### src/rtl/rotary_value_ctrl.sv
// rotary_value_ctrl: turns quadrature step/dir/error pulses into a bounded value
// with velocity acceleration. Steps closer than p_FAST_TICKS cycles in the same
// direction move the value by p_FAST_STEP; otherwise by 1. Changes are published
// over valid/ready. Optional macro RVC_WRAP_EN: out-of-range results wrap modulo
// (p_MAX-p_MIN+1) instead of clamping.
module rotary_value_ctrl #(
  parameter int p_WIDTH      = 8,
  parameter int p_MIN        = 0,
  parameter int p_MAX        = 255,
  parameter int p_INIT       = 0,
  parameter int p_FAST_TICKS = 100000,
  parameter int p_FAST_STEP  = 4,
  parameter int p_ERR_WIDTH  = 4
) (
  input  logic                   CLK,
  input  logic                   RST,
  input  logic                   i_step,
  input  logic                   i_cw,
  input  logic                   i_err,
  input  logic                   i_clear,
  output logic [p_WIDTH-1:0]     ov_value,
  output logic                   o_valid,
  input  logic                   i_ready,
  output logic [p_ERR_WIDTH-1:0] ov_err_cnt,
  output logic                   o_fast
);

  localparam int SW = p_WIDTH + 2;
  localparam int GW = $clog2(p_FAST_TICKS + 1);

  localparam logic signed [SW-1:0] MIN_S   = SW'(p_MIN);
  localparam logic signed [SW-1:0] MAX_S   = SW'(p_MAX);
  localparam logic signed [SW-1:0] RANGE_S = SW'(p_MAX - p_MIN + 1);
  localparam logic signed [SW-1:0] FSTEP_S = SW'(p_FAST_STEP);
  localparam logic signed [SW-1:0] ONE_S   = SW'(1);
  localparam logic [GW-1:0]        TICKS   = GW'(p_FAST_TICKS);
  localparam logic [p_WIDTH-1:0]   INIT_V  = p_WIDTH'(p_INIT);

  typedef enum logic {S_SLOW = 1'b0, S_FAST = 1'b1} state_t;

  state_t                 state_q, state_d;
  logic [p_WIDTH-1:0]     value_q, value_d;
  logic                   valid_q, valid_d;
  logic [p_ERR_WIDTH-1:0] err_q, err_d;
  logic [GW-1:0]          gap_q, gap_d;
  logic                   dir_q, dir_d;

  logic                   fast_step;
  logic signed [SW-1:0]   cur, delta, sum, res;
  logic [p_WIDTH-1:0]     new_val;

  // Step arithmetic: signed sum with two guard bits, then clamp or wrap.
  always_comb begin
    // gap_q never exceeds TICKS, so "not saturated" means gap < p_FAST_TICKS
    fast_step = (gap_q != TICKS) && (i_cw == dir_q);
    delta     = fast_step ? FSTEP_S : ONE_S;
    cur       = $signed({2'b00, value_q});
    sum       = i_cw ? (cur + delta) : (cur - delta);
    res       = sum;
`ifdef RVC_WRAP_EN
    if (sum > MAX_S)      res = sum - RANGE_S;
    else if (sum < MIN_S) res = sum + RANGE_S;
`else
    if (sum > MAX_S)      res = MAX_S;
    else if (sum < MIN_S) res = MIN_S;
`endif
    new_val = res[p_WIDTH-1:0];
  end

  // Next state: gap timer, SLOW/FAST, value, handshake, error count; clear wins.
  always_comb begin
    state_d = state_q;
    value_d = value_q;
    valid_d = valid_q;
    err_d   = err_q;
    dir_d   = dir_q;
    gap_d   = (gap_q == TICKS) ? gap_q : gap_q + 1'b1;

    if (valid_q && i_ready) valid_d = 1'b0;

    if (i_step) begin
      gap_d   = '0;
      dir_d   = i_cw;
      state_d = fast_step ? S_FAST : S_SLOW;
      value_d = new_val;
      // a transfer in the same cycle is overridden: the new value stays pending
      if (new_val != value_q) valid_d = 1'b1;
    end else if (gap_d == TICKS) begin
      state_d = S_SLOW;
    end

    if (i_err && (err_q != '1)) err_d = err_q + 1'b1;

    if (i_clear) begin
      state_d = S_SLOW;
      value_d = INIT_V;
      err_d   = '0;
      gap_d   = TICKS;
      dir_d   = 1'b1;
      valid_d = 1'b1;
    end
  end

  // State registers with asynchronous reset.
  always_ff @(posedge CLK or posedge RST) begin
    if (RST) begin
      state_q <= S_SLOW;
      value_q <= INIT_V;
      valid_q <= 1'b0;
      err_q   <= '0;
      gap_q   <= TICKS;
      dir_q   <= 1'b1;
    end else begin
      state_q <= state_d;
      value_q <= value_d;
      valid_q <= valid_d;
      err_q   <= err_d;
      gap_q   <= gap_d;
      dir_q   <= dir_d;
    end
  end

  assign ov_value   = value_q;
  assign o_valid    = valid_q;
  assign ov_err_cnt = err_q;
  assign o_fast     = (state_q == S_FAST);

endmodule

### config.mk
export PLATFORM = sky130hd
export DESIGN_NAME = rotary_value_ctrl
export DESIGN_NICKNAME = d
export VERILOG_FILES = /design/src/rtl/rotary_value_ctrl.sv
export SDC_FILE = /design/constraint.sdc
export NUM_CORES = 1
export LEC_CHECK = 0
export BUFFER_PORTS_ARGS = -buffer_cell sky130_fd_sc_hd__buf_2
export CORE_MARGIN = 8
export CORE_UTILIZATION = 50
export DETAILED_ROUTE_END_ITERATION = 6
export GPL_TIMING_DRIVEN = 1
export PLACE_DENSITY = 0.69
export SLEW_MARGIN = 15
export SYNTH_ARGS = -nofsm -noshare
export SYNTH_HDL_FRONTEND = slang
export SYNTH_SLANG_ARGS = --single-unit
### constraint.sdc
create_clock -name CLK -period 4.25 [get_ports CLK]
set_clock_uncertainty 0.2 [all_clocks]
set_input_delay 0.6375 -clock CLK [delete_from_list [all_inputs] [get_ports CLK]]
set_output_delay 0.6375 -clock CLK [all_outputs]
set_load 0.05 [all_outputs]
# Word-level counts from Yosys, hierarchy flattened
# Cells that the tools add are included.
[op_classes] mux=21 add_sub_neg=4 n_lt_le_gt_ge=2 n_reduce_logical=6 eq_ne=6
[op_table] operator="17-bit 2-to-1 mux" n=3
[op_table] operator="17-bit == test, second input constant" n=2
[op_table] operator="8-bit 2-to-1 mux" n=4
[op_table] operator="17-bit by 1-bit adder with 17-bit output, second input constant" n=1
[op_table] operator="17-bit != test, second input constant" n=1
[op_table] operator="10-bit by 9-bit > comparator with 1-bit output, second input constant" n=1
[op_table] operator="10-bit by 1-bit < comparator with 1-bit output, second input constant" n=1
[op_table] operator="1-bit 2-to-1 mux" n=10
[op_table] operator="10-bit 2-to-1 mux" n=1
[op_table] operator="8-bit by 3-bit adder with 9-bit output" n=1
[op_table] operator="8-bit by 3-bit subtractor with 9-bit output" n=1
[op_table] operator="4-bit 2-to-1 mux" n=2
[op_table] operator="8-bit != test" n=1
[op_table] operator="4-bit by 1-bit adder with 4-bit output, second input constant" n=1
[op_table] operator="4-bit != test, second input constant" n=1
[op_table] operator="2-bit nonzero test" n=2
[op_table] operator="1-bit logical AND" n=3
[op_table] operator="3-bit 2-to-1 mux" n=1
[op_table] operator="3-bit nonzero test" n=1
[op_table] operator="1-bit == test" n=1
[totals] inputBits=7 word_cells=45 out_inout_bits=14 register_bits=32

# Logic depth before layout (Yosys ltp)
[depth] depth_word=12 mapped_depth=14 mapped_depth_nobuf=14

# Least setup slack after synthesis
# No wires, ideal clock.
[synth_path] path_type="input port to flip-flop" startpoint="input port i_cw" endpoint="register valid_q, in the netlist o_valid" path_stages=11 setup_time_ns=0.134 n_path_buf=1 setup_slack_ns=1.097 required_ns=3.916 arrival_time_ns=2.819 path_cell_list="buf_2 > xnor2_1 > nand2_1 > ha_1 > ha_1 > nor2b_1 > and4b_1 > or4_1 > a41o_1 > o31ai_1 > a32oi_1"
[synth_via] elab_chain_cells=12 word_cells_on_any_way=14 classes_between="2 x add/sub; 2 x order compare; 2 x eq/ne; 7 x mux; 1 x reduce/logical"
[synth_rtl] element="from (decl)" line_no="18" text="input logic i_cw,"
[synth_rtl] element="1-bit == test" line_no="55" text="fast_step = (gap_q != TICKS) && (i_cw == dir_q);"
[synth_rtl] element="1-bit logical AND" line_no="55"
[synth_rtl] element="3-bit 2-to-1 mux" line_no="56" text="delta = fast_step ? FSTEP_S : ONE_S;"
[synth_rtl] element="8-bit by 3-bit subtractor with 9-bit output or 8-bit by 3-bit adder with 9-bit output (tied branches)" line_no="58" text="sum = i_cw ? (cur + delta) : (cur - delta);"
[synth_rtl] element="10-bit 2-to-1 mux *" line_no="58"
[synth_rtl] element="10-bit by 1-bit < comparator with 1-bit output" line_no="65" text="else if (sum < MIN_S) res = MIN_S;"
[synth_rtl] element="8-bit 2-to-1 mux" line_no="65"
[synth_rtl] element="8-bit 2-to-1 mux *" line_no="64" text="if (sum > MAX_S) res = MAX_S;"
[synth_rtl] element="8-bit != test *" line_no="87" text="if (new_val != value_q) valid_d = 1'b1;"
[synth_rtl] element="1-bit 2-to-1 mux *" line_no="87"
[synth_rtl] element="1-bit 2-to-1 mux *" line_no="81" text="if (i_step) begin"
[synth_rtl] element="1-bit 2-to-1 mux *" line_no="94" text="if (i_clear) begin"
[synth_rtl] element="via valid_d" line_no="43" text="logic valid_q, valid_d;"
[synth_rtl] element="to (signal assigned)" line_no="116" text="valid_q <= valid_d;"
[synth_rtl] element="to (decl)" line_no="43"
# The timed path passes the listed nets; every way through them passes the cells marked *.
# A chain may end at the register's enable or synchronous reset.

# Worst setup path after layout
[layout_path] startpoint="register gap_q[6]" endpoint="register valid_q, in the netlist o_valid"
[layout_via] elab_chain_cells=12 word_cells_on_any_way=14 classes_between="2 x add/sub; 2 x order compare; 2 x eq/ne; 7 x mux; 1 x reduce/logical"
[layout_rtl] element="from (decl)" line_no="45" text="logic [GW-1:0] gap_q, gap_d;"
[layout_rtl] element="from (signal assigned)" line_no="118" text="gap_q <= gap_d;"
[layout_rtl] element="17-bit != test *" line_no="55"
[layout_rtl] element="1-bit logical AND *" line_no="55"
[layout_rtl] element="3-bit 2-to-1 mux *" line_no="56"
[layout_rtl] element="8-bit by 3-bit subtractor with 9-bit output or 8-bit by 3-bit adder with 9-bit output (tied branches)" line_no="58"
[layout_rtl] element="10-bit 2-to-1 mux *" line_no="58"
[layout_rtl] element="10-bit by 1-bit < comparator with 1-bit output" line_no="65"
[layout_rtl] element="8-bit 2-to-1 mux" line_no="65"
[layout_rtl] element="8-bit 2-to-1 mux *" line_no="64"
[layout_rtl] element="8-bit != test *" line_no="87"
[layout_rtl] element="1-bit 2-to-1 mux *" line_no="87"
[layout_rtl] element="1-bit 2-to-1 mux *" line_no="81"
[layout_rtl] element="1-bit 2-to-1 mux *" line_no="94"
[layout_rtl] element="via valid_d" line_no="43"
# Marked as above.

==> results.sh <==
export IMPL_status="complete, no violations"
export IMPL_power_leakage_nw=1.07
export IMPL_synth_cell_types=60
export IMPL_post_place_ws_ps=840
export IMPL_remaining_drc_errors=0
export IMPL_die_w_um=83.0
export IMPL_port_buffers=20
export IMPL_ctsLongestPathBuffers=2
export IMPL_maxCapViolations=0
export IMPL_die_area_um2=6890
export IMPL_synth_main_ff_cell="dfrtp_1"
export IMPL_n_fill_cell=404
export IMPL_synthesis_area_um2=2250
export IMPL_coreArea_um2=4350
export IMPL_cts_htree_levels=2
export IMPL_period_needed_ps=3360
export IMPL_multi_input_area_um2=1340
export IMPL_cts_root_buffer="clkbuf_8"
export IMPL_worst_slack_ps=891
export IMPL_drt_initial_drc_count=97
export IMPL_met2_length_mm=2.17
export IMPL_synth_edff_count=0
export IMPL_synth_area_leaders="dfrtp_1, dfstp_2, xor2_1"
export IMPL_row_count=24
export IMPL_num_antenna_cells=0
export IMPL_startpoint_type="flip-flop"
export IMPL_post_cts_buffers=0
export IMPL_regArea_um2=810
export IMPL_clock_latency_ps=290
export IMPL_hold_class="in2async"
export IMPL_ys_warn_count=0
export IMPL_start_util=0.516
export IMPL_post_dp_hpwl_mm=3.53
export IMPL_synth_largest_area_cell="dfrtp_1"
export IMPL_grt_max_degree=33
export IMPL_holdBufCountCts=0
export IMPL_maxSlewHeadroom=0.645
export IMPL_gp_congestion=0.842
export IMPL_grt_remaining_overflow=0
export IMPL_syn_inst=256
export IMPL_slew_violations=0
export IMPL_tns_ps=0
export IMPL_cts_tree="yes"
export IMPL_grt_pass1_vias=1824
export IMPL_power_density_nw_per_um2=334
export IMPL_rsz0062_at_grt="false"
export IMPL_final_layout_size_suffix_gt1_frac=0.161
export IMPL_grtUsageTotal=0.146
export IMPL_async_flop_share=1.00
export IMPL_fmax_mhz=298
export IMPL_ctsResizeCount=0
export IMPL_placedCellCount=318
export IMPL_die_height_um=83.0
export IMPL_finalHoldViolations=0
export IMPL_via_per_inst=5.91
export IMPL_cts_sink_count=32
export IMPL_setup_viol=0
export IMPL_wire_per_inst_um=15.2
export IMPL_routed_wl_met3_um=181
export IMPL_syn_nets=272
export IMPL_worstMarginPinSlew_ps=528
export IMPL_final_antenna_net_count=0
export IMPL_wl_mm=4.96
export IMPL_via_count=1927
export IMPL_wl_met1_mm=2.55
export IMPL_synth_top_cell_area_share=0.279
export IMPL_clkTransAtPathRegs_ps=70
export IMPL_first_pass_iters=4
export IMPL_yosysSeqAreaShare=0.360
export IMPL_cts_inserted_buffers=5
export IMPL_area_growth_synth_to_final_pct=9.03
export IMPL_crit_path_end_kind="flip-flop"
export IMPL_syn_avg_cell_area_um2=8.77
export IMPL_crit_fanout=8
export IMPL_grt_pass1_wl_mm=8.63
export IMPL_cp_data_arrival_time_ps=3320
export IMPL_routed_top_layer="met4"
export IMPL_path_class="reg2reg"
export IMPL_synth_seq_cells=32
export IMPL_fin_nets=289
export IMPL_post_route_period_util=0.790
export IMPL_fin_cells=326
export IMPL_antenna_found_initial=0
export IMPL_required_ps=4220
export IMPL_vdd_drop_max_v=0.000181
export IMPL_io_pins=21
## synth_stat cells, types with 5 or more instances
cell	instances
clkbuf_1	6
dfrtp_1	25
inv_1	12
xor2_1	14
nand2_1	26
nor2b_1	5
o21ai_0	10
xnor2_1	7
nor2_1	30
nand3_1	15
ha_1	9
dfstp_2	7
a21oi_1	10
## final cells by class
cell class | count | share of cell area
clock buffer | 7 | 0.0312
clock inverter | 1 | 0.00204
tap | 52 | 0.0266
multi-input combinational | 201 | 0.547
sequential | 32 | 0.331
inverter | 12 | 0.0184
timing repair buffer | 21 | 0.0439
## power breakdown
group          leakage, nW  switching, W  internal (W)
clock               0.0422      0.000114      0.000115
combinational        0.620      0.000151     0.0000861
sequential           0.412     0.0000281      0.000325
total                 1.07      0.000293      0.000526
## path summary, 6_finish.rpt
path | to | cells past startpoint | from | slack [ps]
setup reg to reg | o_valid | 11 | gap_q[6] | 890
setup / recovery | o_valid | 11 | gap_q[6] | 890
hold reg to reg | ov_err_cnt[1] | 2 | ov_err_cnt[1] | 380
min in group CLK | ov_err_cnt[1] | 2 | ov_err_cnt[1] | 380
max in group asynchronous | dir_q | 3 | RST | 3290
hold / removal | gap_q[13] | 3 | RST | 220
## metal layers
metal,vias up,track usage
met5,-,0
met4,0,0.0479
met3,6,0.0400
met2,41,0.224
met1,928,0.192
li1,952,-
## worst max-delay path: stages, from the launching register on
cell and delay, ps:
dfrtp_1 440, or2_4 290, nor4_4 260, nand4_4 180
nand2_1 190, ha_1 220, nor2b_1 220, and4b_1 280
or4_1 520, a41o_1 250, o31ai_1 60, a32oi_1 130
## kinds of logic (layout without fill, tap and decap cells)
logic type,count (synthesis),after routing,synth area share
flops,32,32,0.360
mux,5,5,0.0245
simple gates,110,110,0.264
fa+ha+maj,9,9,0.0501
compound gates,56,56,0.177
xor+xnor,21,21,0.0819
buf+inv,23,41,0.0429
## registers in the layout, summed over array words and instances (netlist names)
signal	flops
gap_q	17
ov_value	8
o_valid	1
dir_q	1
o_fast	1
ov_err_cnt	4
## through the flow
stage / total power [W] / hold WS (ps) / cell area, µm² / util
4_1_cts: 0.000824 / 232 / 2450 / 0.562
5_1_grt: 0.000864 / 280 / 2450 / 0.562
3_5_place_dp: 0.000594 / 362 / 2370 / 0.544
2_1_floorplan: 0.000541 / 332 / 2250 / -
6_report: 0.000819 / 220 / 2450 / 0.562
3_3_place_gp: 0.000591 / 361 / 2370 / 0.544
## layout by cell type (no fill, tap or decap), types with 3 or more instances in the layout
master,n
a21boi_0,3
nor2_1,30
mux2i_1,3
dfrtp_1,25
nor2b_1,5
xnor2_1,7
a21o_1,4
inv_1,12
nand3_1,15
nand2_1,26
nand2b_1,3
dfstp_2,7
o21ai_0,10
nor3_1,4
o21bai_1,3
ha_1,9
a21oi_1,10
xor2_1,14
clkbuf_8,5
buf_2,20
nand4_1,4
Note: power is estimated with default switching activity, not from simulation.
